--- src/rtl/fnv_hasher_fsm.sv ---
// FNV-1a hash sequencer: pops length-prefixed messages from the byte FIFO,
// folds each payload byte into a 32-bit hash and pushes the result to the word FIFO.
module fnv_hasher_fsm #(
  parameter logic [31:0] OFFSET_BASIS = 32'h811C_9DC5,
  parameter logic [31:0] FNV_PRIME    = 32'h0100_0193
) (
  input  logic        system_clk,
  input  logic        reset,
  input  logic        clear,
  input  logic [7:0]  in_rdata,
  input  logic        in_rempty,
  output logic        in_rinc,
  output logic [31:0] out_wdata,
  input  logic        out_wfull,
  output logic        out_winc,
  output logic        busy,
  output logic [7:0]  msg_count
);

  typedef enum logic [1:0] {
    S_IDLE   = 2'b00,
    S_ABSORB = 2'b01,
    S_PUSH   = 2'b10
  } state_t;

  state_t      r_state;
  logic [31:0] r_hash;
  logic [7:0]  r_remaining;
  logic [7:0]  r_msg_count;
  logic [31:0] w_xor;
  logic [31:0] w_mul;

  assign w_xor = r_hash ^ {24'b0, in_rdata};

  // Standard prime folds to a shift-add; any other prime falls back to a plain multiply.
  generate
    if (FNV_PRIME == 32'h0100_0193) begin : g_shift_add
      assign w_mul = w_xor + (w_xor << 1) + (w_xor << 4) + (w_xor << 7)
                   + (w_xor << 8) + (w_xor << 24);
    end else begin : g_generic_mul
      assign w_mul = w_xor * FNV_PRIME;
    end
  endgenerate

  // Strobes are gated by reset and clear so neither FIFO is touched while aborting.
  assign in_rinc   = ~reset & ~clear & ~in_rempty &
                     ((r_state == S_IDLE) | (r_state == S_ABSORB));
  assign out_winc  = ~reset & ~clear & ~out_wfull & (r_state == S_PUSH);
  assign out_wdata = r_hash;
  assign busy      = (r_state != S_IDLE);
  assign msg_count = r_msg_count;

  // Message sequencer: hash, byte counter and push counter.
  always_ff @(posedge system_clk or posedge reset) begin
    if (reset) begin
      r_state     <= S_IDLE;
      r_hash      <= OFFSET_BASIS;
      r_remaining <= 8'd0;
      r_msg_count <= 8'd0;
    end else if (clear) begin
      r_state <= S_IDLE;
    end else begin
      case (r_state)
        S_IDLE: begin
          if (!in_rempty) begin
            r_remaining <= in_rdata;
            r_hash      <= OFFSET_BASIS;
            r_state     <= (in_rdata == 8'd0) ? S_PUSH : S_ABSORB;
          end
        end
        S_ABSORB: begin
          if (!in_rempty) begin
            r_hash      <= w_mul;
            r_remaining <= r_remaining - 8'd1;
            if (r_remaining == 8'd1) begin
              r_state <= S_PUSH;
            end
          end
        end
        S_PUSH: begin
          if (!out_wfull) begin
            r_msg_count <= r_msg_count + 8'd1;
            r_state     <= S_IDLE;
          end
        end
        default: begin
          r_state <= S_IDLE;
        end
      endcase
    end
  end

endmodule

--- config.mk ---
export PLATFORM = sky130hd
export DESIGN_NAME = fnv_hasher_fsm
export DESIGN_NICKNAME = d
export VERILOG_FILES = /design/src/rtl/fnv_hasher_fsm.sv
export SDC_FILE = /design/constraint.sdc
export NUM_CORES = 1
export LEC_CHECK = 0
export BUFFER_PORTS_ARGS = -buffer_cell sky130_fd_sc_hd__clkbuf_2
export CAP_MARGIN = 30
export CORE_MARGIN = 2
export CORE_UTILIZATION = 30
export CTS_BUF_LIST = sky130_fd_sc_hd__clkbuf_4
export DETAILED_ROUTE_END_ITERATION = 10
export HOLD_SLACK_MARGIN = 0.15
export PLACE_DENSITY_LB_ADDON = 0.2
export SKIP_LAST_GASP = 1
export SLEW_MARGIN = 20
export SYNTH_ARGS = -nofsm -noshare
export SYNTH_HDL_FRONTEND = slang
export SYNTH_SLANG_ARGS = --single-unit
--- constraint.sdc ---
create_clock -name system_clk -period 3.9 [get_ports system_clk]
set_input_delay 0.195 -clock system_clk [delete_from_list [all_inputs] [get_ports system_clk]]
set_output_delay 0.195 -clock system_clk [all_outputs]
set_load 0.03 [all_outputs]
* After elaboration in Yosys (flattened, before gate mapping)
Index checks and enable logic that the tools add are counted.
** Cells by class
- Add/subtract/negate cells :: 7
- Eq/ne operators :: 9
- Mux-type cells :: 13
- Bitwise operators :: 11
- Reductions and logical operators :: 7
** Operators with widths (count)
- adder 32 bit :: 5
- 2-to-1 mux 32 bit :: 2
- case mux 32 bit (2 select lines) :: 1
- XOR 32 x 8 -> 32 bit :: 1
- 2-to-1 mux 8 bit :: 2
- case mux 8 bit (2 select lines) :: 1
- 2-to-1 mux 2 bit :: 6
- inequality test 3 bit (second input constant) :: 3
- adder 8 x 1 -> 8 bit (second input constant) :: 1
- == test 8 x 1 -> 1 bit (second input constant) :: 1
- logical NOT 8 bit :: 1
- AND reduction 4 bit :: 2
- subtractor 8 x 1 -> 8 bit (second input constant) :: 1
- case mux 2 bit (3 select lines) :: 1
- bitwise AND 1 bit :: 5
- inequality test 2 bit (second input constant) :: 2
- inverter 1 bit :: 4
- nonzero test 2 bit :: 2
- inequality test 3 x 2 -> 1 bit (second input constant) :: 1
- AND reduction 3 bit :: 1
- == test 2 x 1 -> 1 bit (second input constant) :: 1
- == test 2 bit (second input constant) :: 1
- logical NOT 2 bit :: 1
- OR 1 bit :: 1
** Storage, ports and cells
- Register bits :: 50
- Input bits :: 13
- Output and inout bits :: 43
- Word-level logic and storage cells :: 51

* Logic depth before layout (Yosys ltp)
Gate-level depths: netlist (run 1).
- Depth after elaboration :: 8
- Depth in mapped cells :: 16
- Gate-level depth less buffers :: 16

* Worst setup path before layout (run 1)
OpenSTA, ideal clock, no wires.
- Kind :: reg-to-reg
- From :: register r_hash[1] (netlist: out_wdata[1])
- To :: register r_hash[29] (netlist: out_wdata[29])
- Setup time :: 141 ps
- Arrival time :: 4346 ps
- Data required time :: 3759 ps
- Setup slack :: -587 ps
- Stages on the path, launching flop included :: 17
- Buffers on the path :: 0
- Clock period less this slack :: 4487 ps
- Cells stage by stage :: dfrtp_1 xnor2_1 inv_1 fa_1 inv_1 fa_1 inv_1 ha_1 ha_1 a21oi_1 o211ai_2 a221oi_4 o221ai_2 o31a_1 a221oi_2 xor2_1 o22ai_1
** On the way
- Longest elaborated chain between the ends :: 8
** RTL lines
- start: declaration :: line 27 : logic [31:0] r_hash;
- start signal: assignment :: line 73 : r_hash <= w_mul;
- XOR 32 x 8 -> 32 bit * :: line 33 : assign w_xor = r_hash ^ {24'b0, in_rdata};
- adder 32 bit (3 in a row) :: line 38 : assign w_mul = w_xor + (w_xor << 1) + (w_xor << 4) + (w_xor << 7)
- adder 32 bit :: line 39 : + (w_xor << 8) + (w_xor << 24);
- adder 32 bit * :: line 39
- 2-to-1 mux 32 bit * :: line 72 : if (!in_rempty) begin
- case mux 32 bit (2 select lines) * :: line 63 : case (r_state)
Mark *: on every way between the ends. The rest lies on a longest branch, timed or not. The select of a mux whose other input is x is not followed.
A chain may end at the register's enable or synchronous reset.

* Worst setup path in the final report (run 1)
- From :: register r_hash[2] (netlist: out_wdata[2])
- To :: register r_hash[29] (netlist: out_wdata[29])
The elaborated chain is that of the path after synthesis.

==> results.toml, run 1 <==
[drt]
drt_first_iter_violations = 233
detail_route.vias_per_cell = 4.66
wl_per_cell_um = 15.8
antenna_left = 0
number_of_vias_in_the_routed_layout = 5120
post_route_drc_violation_count = 0
postRouteWirelength_um = 17400
firstDrtPassIters = 4

[finish]
nFillCells = 1895
number_of_antenna_cells_inserted = 0
final_area_um2 = 8490
fraction_of_layout_cells_with_a_size_suffix_above_1 = 0.387
area_growth_pct = 41.3
finish.net_count = 986

[synth]
post_synth_num_cell_types = 52
most_frequently_used_cell_type_in_the_post_synthesis_netlist = "sky130_fd_sc_hd__inv_1"
area_leader_netlist = "sky130_fd_sc_hd__fa_1"
netlist_instances = 638
synth.yosys.seq_area_share = 0.211
yosys.area.top_type_share = 0.260
synth_edf_count = 0
post_synth_instance_area_um2 = 6010
asyncSetResetFlopFracSynth = 1.00
ys_top_cells_by_area = "sky130_fd_sc_hd__fa_1 (26%), sky130_fd_sc_hd__dfrtp_1 (15%), sky130_fd_sc_hd__ha_1 (13%)"
ys_seq_elements = 50
mappedNetlistNets = 791
synth.yosys.warnings = 0
synth_commonest_cells = "sky130_fd_sc_hd__inv_1 (145), sky130_fd_sc_hd__fa_1 (78), sky130_fd_sc_hd__ha_1 (62), sky130_fd_sc_hd__nand2_1 (41), sky130_fd_sc_hd__dfrtp_1 (36)"
dominant_register_cell_in_the_synthesized_netlist = "sky130_fd_sc_hd__dfrtp_1"
avgSynthCellArea_um2 = 9.42

[worst_setup_path]
critical_path.top_delay_family = "compound AO/OA/AOI/OAI gates"
cp-start-kind = "flip-flop"
worstPathArrival_ps = 4650
timing.critical_path.buf_inv = 3
worst_setup_path_end_kind = "flip-flop"
setup.worst_path.class = "flip-flop to flip-flop"
critical_path.cell_chain = "xnor2_4, buf_4, buf_4, fa_1, inv_1, ha_1, ha_1, ha_1, o211ai_1, o211ai_2, a221oi_4, o221ai_2, o31a_1, a221oi_2, xor2_1, o22ai_1"
critical_path_peak_fanout = 4
slowest_stage = "sky130_fd_sc_hd__dfstp_2"
critical-path-top-cell-by-count = "sky130_fd_sc_hd__ha_1"
timing.critical_path.required_ps = 4190
critical_path.max_stage_delay_ps = 610

[floorplan]
die-area_um2 = 21200
core_region_area_um2 = 19500
chipWidth_um = 146
die_height_um = 146
ios = 56
start_util = 0.308
fp-row-count = 51

[grt]
grt_max_degree = 51
track_usage = 0.170
first_global_vias = 5591
gr-total-overflow = 0
first_pass_grt_wire_length_um = 28900
grt_antenna_before_repair = 0

[timing]
maxClockFrequency_ghz = 0.230
final_hold_slack_ps = 237
rsz0062_at_grt = "yes"
slew_headroom = 0.447
final-max-slew-violation-count = 0
tightest_slew_ps = 826
hold_viol_final = 0
worst_clock_skew_ps = 13.1
post-route-worst-setup-slack_ps = -454
setup_viol = 14
timing.final.crit_share = 1.12
finalSetupTns_ps = -3380
final.min_clock_period_ps = 4350

[placement]
finalWeightedCongestion = 0.831
post-place-ws_ps = -480
post_dp_cell_area_um2 = 7740
io_buffers = 55
place.detailed.hpwl_um = 13600

[clocking]
numClockSinks = 50
tritoncts_clock_tree = "built"
path_clk_slew_ps = 170
later_pin_clock_latency_in_the_skew_report_ps = 420
tritoncts.num_buffers = 5
clock_tree.htree_level_count = 2
cts_root_buffer = "sky130_fd_sc_hd__clkbuf_4"
max-clock-path-buffers = 2

[outcome]
failed_checks = "negative setup slack"
run_status = "finished, violations left"

[job]
max_capacitance_violation_count = 0

[hold_path]
holdCritPathClass = "input port to flip-flop"
==> worst paths after layout <==
check	from	endpoint	slack (ps)	depth (start not counted)
min in group asynchronous	reset	r_state[0]	570	4
hold / removal	in_rdata[4]	r_remaining[4]	240	4
hold reg to reg	msg_count[7]	msg_count[7]	490	1
setup reg to reg	out_wdata[2]	out_wdata[29]	-450	16
max in group asynchronous	reset	out_wdata[1]	2820	4
setup / recovery	out_wdata[2]	out_wdata[29]	-450	16
==> layer usage <==
metal  global-route usage  routed length, um  share of wire
met2                0.286               8670           0.50
met3               0.0251                529          0.030
met5                    0                  0              0
met1                0.232               7970           0.46
met4               0.0363                202          0.012
==> repair_timing <==
item                                    CTS  global route
gates resized for setup                  37            52
endpoints found under the hold margin    38             0
endpoints found under the setup margin   14            19
gates cloned                              0             0
pin swaps                                39            27
hold buffers                              4             0
buffers inserted                         16            10
==> through the flow <==
| stage | util | instances |
|---|---|---|
| 6_report | 0.435 | 1099 |
| 4_1_cts | 0.417 | 1090 |
| 3_3_place_gp | 0.397 | 1062 |
| 2_1_floorplan | - | 638 |
| 3_5_place_dp | 0.397 | 1062 |
| 5_1_grt | 0.435 | 1099 |
==> cells by family after synthesis <==
| group | synth area share |
|---|---|
| flops | 0.211 |
| simple gates | 0.0969 |
| buf+inv | 0.0987 |
| xor+xnor | 0.0656 |
| compound gates | 0.135 |
| fa+ha+maj | 0.389 |
| mux | 0.00354 |
==> worst reg2reg max path, cell delays in order, from the launching register on <==
cell	delay, ps
sky130_fd_sc_hd__dfstp_2	610
sky130_fd_sc_hd__xnor2_4	80
sky130_fd_sc_hd__buf_4	140
sky130_fd_sc_hd__buf_4	150
sky130_fd_sc_hd__fa_1	470
sky130_fd_sc_hd__inv_1	40
sky130_fd_sc_hd__ha_1	290
sky130_fd_sc_hd__ha_1	300
sky130_fd_sc_hd__ha_1	320
sky130_fd_sc_hd__o211ai_1	330
sky130_fd_sc_hd__o211ai_2	180
sky130_fd_sc_hd__a221oi_4	310
sky130_fd_sc_hd__o221ai_2	140
sky130_fd_sc_hd__o31a_1	370
sky130_fd_sc_hd__a221oi_2	260
sky130_fd_sc_hd__xor2_1	170
sky130_fd_sc_hd__o22ai_1	80
==> flip-flops by register name, indices dropped and copies added (netlist names) <==
register,flops
msg_count,8
r_remaining,8
out_wdata,32
r_state,2
==> area by class of cell <==
type / count / area, um^2 / area share
tap: 265 / 332 / 0.0391
sequential: 50 / 1270 / 0.150
timing repair buffer: 201 / 1490 / 0.175
multi-input combinational: 430 / 4780 / 0.563
clock buffer: 6 / 45.0 / 0.00531
clock inverter: 2 / 13.8 / 0.00162
inverter: 145 / 563 / 0.0663
==> layout by cell type, fill, tap and decap left out, types with 16 or more instances in the layout <==
master | synthesis | final
sky130_fd_sc_hd__o21ai_0 | 30 | 21
sky130_fd_sc_hd__a21oi_1 | 34 | 24
sky130_fd_sc_hd__fa_1 | 78 | 76
sky130_fd_sc_hd__xnor2_1 | 23 | 17
sky130_fd_sc_hd__ha_1 | 62 | 44
sky130_fd_sc_hd__clkbuf_2 | 0 | 55
sky130_fd_sc_hd__nand2_1 | 41 | 35
sky130_fd_sc_hd__buf_4 | 0 | 126
sky130_fd_sc_hd__ha_4 | 0 | 16
sky130_fd_sc_hd__inv_1 | 145 | 125
sky130_fd_sc_hd__nor2_1 | 19 | 17
sky130_fd_sc_hd__dfrtp_1 | 36 | 34
Power of run 1 is not shown: default switching activity piles up to over one toggle a cycle in this logic, so the estimate is an artifact.
==> inputs of run 2 (changes only) <==
--- a/config.mk
+++ b/config.mk
@@ -12,7 +12,7 @@
 export CTS_BUF_LIST = sky130_fd_sc_hd__clkbuf_4
 export DETAILED_ROUTE_END_ITERATION = 10
 export HOLD_SLACK_MARGIN = 0.15
-export PLACE_DENSITY_LB_ADDON = 0.2
+export PLACE_DENSITY = 0.46
 export SKIP_LAST_GASP = 1
 export SLEW_MARGIN = 20
 export SYNTH_ARGS = -nofsm -noshare
==> run 2 against run 1 <==
  * Clock skew increased by 15 ps
  * Maximum frequency rose by 1.0%
  * Flip-flop and latch count stayed put
  * Wire length up 0.45%
  * Register-to-register slack better by 50 ps
  * Non-clock buffer count increased by 2
  * Worst hold slack got worse by 37 ps
  * Utilization shrank 0.28 points
  * The flow still finishes with violations (negative setup slack)
==> results.toml, run 2 (same netlist as run 1, synthesis figures left out) <==
[floorplan]
fp-row-count = 51
die_height_um = 146
chipWidth_um = 146
die-area_um2 = 21200
ios = 56
core_region_area_um2 = 19500
start_util = 0.308

[placement]
place.detailed.hpwl_um = 13900
placed_cells = 1066
io_buffers = 55
finalWeightedCongestion = 0.803

[outcome]
failed_checks = "negative setup slack"
run_status = "finished, violations left"

[clocking]
numClockSinks = 50
clock_tree.htree_level_count = 2
path_clk_slew_ps = 210
max-clock-path-buffers = 2
later_pin_clock_latency_in_the_skew_report_ps = 440
tritoncts.num_buffers = 5
cts_root_buffer = "sky130_fd_sc_hd__clkbuf_4"
tritoncts_clock_tree = "built"

[worst_setup_path]
worstPathArrival_ps = 4690
worst_setup_path_end_kind = "flip-flop"
rr_startpoint = "out_wdata[11]"
r2r.worst_path.cells = 17
critical_path_peak_fanout = 7
setup.worst_path.class = "flip-flop to flip-flop"
cp-start-kind = "flip-flop"
timing.critical_path.required_ps = 4280
regToRegSetupSlack_ps = -410
crit_start = "out_wdata[11]"

[timing]
timing.final.crit_share = 1.10
post-route-worst-setup-slack_ps = -409
worst_clock_skew_ps = 28.1
maxClockFrequency_ghz = 0.232
rsz0062_at_grt = "yes"
slew_headroom = 0.423
final-max-slew-violation-count = 0
final_hold_slack_ps = 200
setup_viol = 13
tightest_slew_ps = 862
final.min_clock_period_ps = 4310
hold_viol_final = 0

[finish]
final_common_cell = "sky130_fd_sc_hd__buf_4"
finalNonFillerCells = 1101
most-common-layout-cells = "sky130_fd_sc_hd__buf_4 (131), sky130_fd_sc_hd__inv_1 (117), sky130_fd_sc_hd__fa_1 (76)"
fraction_of_layout_cells_with_a_size_suffix_above_1 = 0.394
finish.net_count = 988
area_growth_pct = 40.4
max_ffs_per_register = 32
number_of_antenna_cells_inserted = 0

[grt]
first_pass_grt_wire_length_um = 29000
track_usage = 0.170
grt_max_degree = 33
gr-total-overflow = 0
grt_antenna_before_repair = 0
first_global_vias = 5611

[hold_path]
worst_hold_path.num_cells = 4
worstHoldStart = "in_rdata[4]"
holdCritPathClass = "input port to flip-flop"

[drt]
drt_first_iter_violations = 194
detail_route.vias_per_cell = 4.62
antenna_left = 0
number_of_vias_in_the_routed_layout = 5089
wl_per_cell_um = 15.9
post_route_drc_violation_count = 0
firstDrtPassIters = 4
postRouteWirelength_um = 17500

[job]
max_capacitance_violation_count = 0
-- run 2: worst max-delay path, stage by stage (launching register included) --
cell and delay [ps]:
sky130_fd_sc_hd__dfstp_2 610, sky130_fd_sc_hd__inv_6 50, sky130_fd_sc_hd__fa_1 530, sky130_fd_sc_hd__inv_1 50, sky130_fd_sc_hd__fa_1 490, sky130_fd_sc_hd__inv_1 60
sky130_fd_sc_hd__fa_1 490, sky130_fd_sc_hd__inv_2 40, sky130_fd_sc_hd__ha_4 240, sky130_fd_sc_hd__nand2_2 130, sky130_fd_sc_hd__o21ai_2 110, sky130_fd_sc_hd__a221oi_4 340
sky130_fd_sc_hd__a31oi_2 150, sky130_fd_sc_hd__o21a_1 260, sky130_fd_sc_hd__o21a_4 240, sky130_fd_sc_hd__buf_4 140, sky130_fd_sc_hd__buf_6 100, sky130_fd_sc_hd__a221oi_2 200
-- run 2: worst paths after layout --
kind	end
worst max-delay path	out_wdata[24]
worst min-delay path	r_remaining[4]
worst max register to register	out_wdata[24]
worst min register to register	msg_count[7]
max in group asynchronous	out_wdata[18]
min in group asynchronous	out_wdata[5]
-- run 2: layer usage --
metal | up-vias | share of wire | routed length [um] | GRT usage
met3 | 8 | 0.024 | 419 | 0.0226
met4 | 0 | 0.0067 | 117 | 0.0270
li1 | 2478 | - | - | -
met2 | 65 | 0.51 | 8850 | 0.298
met1 | 2538 | 0.46 | 8060 | 0.230
met5 | - | 0 | 0 | 0
-- run 2: final cells by class --
class	instances	area (um^2)
Fill cell	1959	11100
Multi-Input combinational cell	430	4730
Timing Repair Buffer	203	1470
Sequential cell	50	1270
Inverter	145	571
Tap cell	265	332
Clock buffer	5	37.5
Clock inverter	3	26.3
-- run 2: stage by stage --
stage / setup slack, ps / area [um^2] / utilization / setup TNS (ps)
2_1_floorplan: -397 / 6280 / - / -1610
3_3_place_gp: -398 / 7770 / 0.398 / -3290
3_5_place_dp: -458 / 7770 / 0.398 / -3680
4_1_cts: -387 / 8230 / 0.421 / -2510
5_1_grt: -567 / 8440 / 0.432 / -6120
6_report: -409 / 8440 / 0.432 / -3060
-- run 2: repair_timing --
action | 4_1_cts | 5_1_grt
hold buffers | 4 | 0
hold endpoints to repair | 21 | 0
resized for setup | 54 | 39
buffers inserted | 17 | 11
pin swaps | 54 | 32
endpoints found under the setup margin | 17 | 21
Power of run 2 is left out for the same reason.
==> inputs of run 3 (changes only) <==
--- a/config.mk
+++ b/config.mk
@@ -7,6 +7,7 @@
 export LEC_CHECK = 0
 export BUFFER_PORTS_ARGS = -buffer_cell sky130_fd_sc_hd__clkbuf_2
 export CAP_MARGIN = 30
+export CORE_ASPECT_RATIO = 1.1
 export CORE_MARGIN = 2
 export CORE_UTILIZATION = 30
 export CTS_BUF_LIST = sky130_fd_sc_hd__clkbuf_4
==> run 3 against run 2 <==
  * The flow still finishes with violations (negative setup slack)
  * Final cell count is 1.5% lower
  * Utilization is 0.89 points lower
  * Flip-flop and latch count stayed put
  * Non-clock buffer count is 3 lower
  * Critical endpoint is now out_wdata[29]
  * Largest cell class unchanged
==> results.toml, run 3 (same netlist as run 1, synthesis figures left out) <==
[worst_setup_path]
rr_startpoint = "out_wdata[2]"
r2r.worst_path.cells = 16
critical_path.cell_chain = "xnor2_4, fa_1, inv_2, fa_1, inv_1, fa_1, inv_2, ha_4, a21oi_2, o211ai_2, a221oi_4, o221ai_2, o31a_1, a221oi_2, xor2_1, o22ai_1"
worst_setup_path_end_kind = "flip-flop"
slowest_stage = "sky130_fd_sc_hd__dfstp_2"
setup.worst_path.class = "flip-flop to flip-flop"
cp_num_cells = 16
timing.critical_path.required_ps = 4180
timing.critical_path.buf_inv = 3
critical_path.max_stage_delay_ps = 620
critical_path_peak_fanout = 4
reg2reg_to = "out_wdata[29]"
critical-path-top-cell-by-count = "sky130_fd_sc_hd__fa_1"
regToRegSetupSlack_ps = -340
cp-start-kind = "flip-flop"
critical_path.top_delay_family = "adder cells"
worstPathArrival_ps = 4530

[finish]
number_of_antenna_cells_inserted = 0
area_growth_pct = 39.0
most-common-layout-cells = "sky130_fd_sc_hd__buf_4 (131), sky130_fd_sc_hd__inv_1 (127), sky130_fd_sc_hd__fa_1 (77)"
final_common_cell = "sky130_fd_sc_hd__buf_4"
final_util = 0.423
fraction_of_layout_cells_with_a_size_suffix_above_1 = 0.377
max_ffs_per_register = 32
finish.net_count = 985

[timing]
slew_headroom = 0.445
timing.final.crit_share = 1.09
worst_clock_skew_ps = 15.1
final.min_clock_period_ps = 4240
hold_viol_final = 0
post-route-worst-setup-slack_ps = -344
finalSetupTns_ps = -2530
maxClockFrequency_ghz = 0.236
rsz0062_at_grt = "yes"
tightest_slew_ps = 829
final_hold_slack_ps = 246
final-max-slew-violation-count = 0
setup_viol = 9

[clocking]
later_pin_clock_latency_in_the_skew_report_ps = 420
tritoncts.num_buffers = 5
clock_tree.htree_level_count = 2
cts_root_buffer = "sky130_fd_sc_hd__clkbuf_4"
max-clock-path-buffers = 2
tritoncts_clock_tree = "built"
numClockSinks = 50
path_clk_slew_ps = 170

[grt]
grt_antenna_before_repair = 0
first_global_vias = 5480
grt_max_degree = 31
first_pass_grt_wire_length_um = 28700
track_usage = 0.169
gr-total-overflow = 0

[floorplan]
die_height_um = 152
fp-row-count = 54
core_region_area_um2 = 19700
start_util = 0.304
chipWidth_um = 139
ios = 56
die-area_um2 = 21200

[placement]
finalWeightedCongestion = 0.854
post-place-ws_ps = -559
place.detailed.hpwl_um = 14200
io_buffers = 55

[outcome]
run_status = "finished, violations left"
failed_checks = "negative setup slack"

[drt]
detail_route.vias_per_cell = 4.66
firstDrtPassIters = 4
wl_per_cell_um = 16.0
postRouteWirelength_um = 17300
number_of_vias_in_the_routed_layout = 5058
post_route_drc_violation_count = 0
drt_first_iter_violations = 162
antenna_left = 0

[hold_path]
worstHoldStart = "in_rdata[3]"
worstHoldEndpoint = "r_remaining[3]"
worst_hold_path.num_cells = 4
holdCritPathClass = "input port to flip-flop"

[job]
max_capacitance_violation_count = 0
[run 3: worst max-delay path by stage]
stage,from,end,slack (ps)
2_1_floorplan,out_wdata[2],out_wdata[29],-400
3_3_place_gp,out_wdata[2],out_wdata[29],-480
3_5_place_dp,out_wdata[2],out_wdata[29],-560
4_1_cts,out_wdata[2],out_wdata[29],-400
5_1_grt,out_wdata[0],out_wdata[31],-550
6_report,out_wdata[2],out_wdata[29],-340
[run 3: metrics by stage]
stage,cells,cell area [um^2]
floorplan,638,6280
global placement,1056,7780
detailed placement,1056,7780
CTS,1081,8120
global route,1085,8350
finish,1085,8350
[run 3: layout make-up]
class                           count  area [um^2]
Clock buffer                        6         45.0
Sequential cell                    50         1270
Timing Repair Buffer              200         1450
Inverter                          145          561
Clock inverter                      2         13.8
Tap cell                          252          315
Multi-Input combinational cell    430         4700
Fill cell                        2004        11400
[run 3: tightest hold or removal path, cell delays in order]
cell and delay, ps:
sky130_fd_sc_hd__clkbuf_2 130, sky130_fd_sc_hd__buf_4 120, sky130_fd_sc_hd__a22oi_1 60, sky130_fd_sc_hd__o21ai_0 130
[run 3: layer usage]
layer,routed length [um],vias up,track usage
li1,-,2466,-
met1,7700,2508,0.219
met2,8960,72,0.304
met3,489,12,0.0261
met4,181,0,0.0260
met5,0,-,0
[run 3: what timing repair did]
action	in CTS	in global routing
hold endpoints to repair	22	0
gates resized for setup	36	33
buffers inserted	13	5
hold buffers	4	0
endpoints found under the setup margin	17	21
pin swaps	28	26
gates cloned	0	0
Power of run 3 is left out for the same reason.
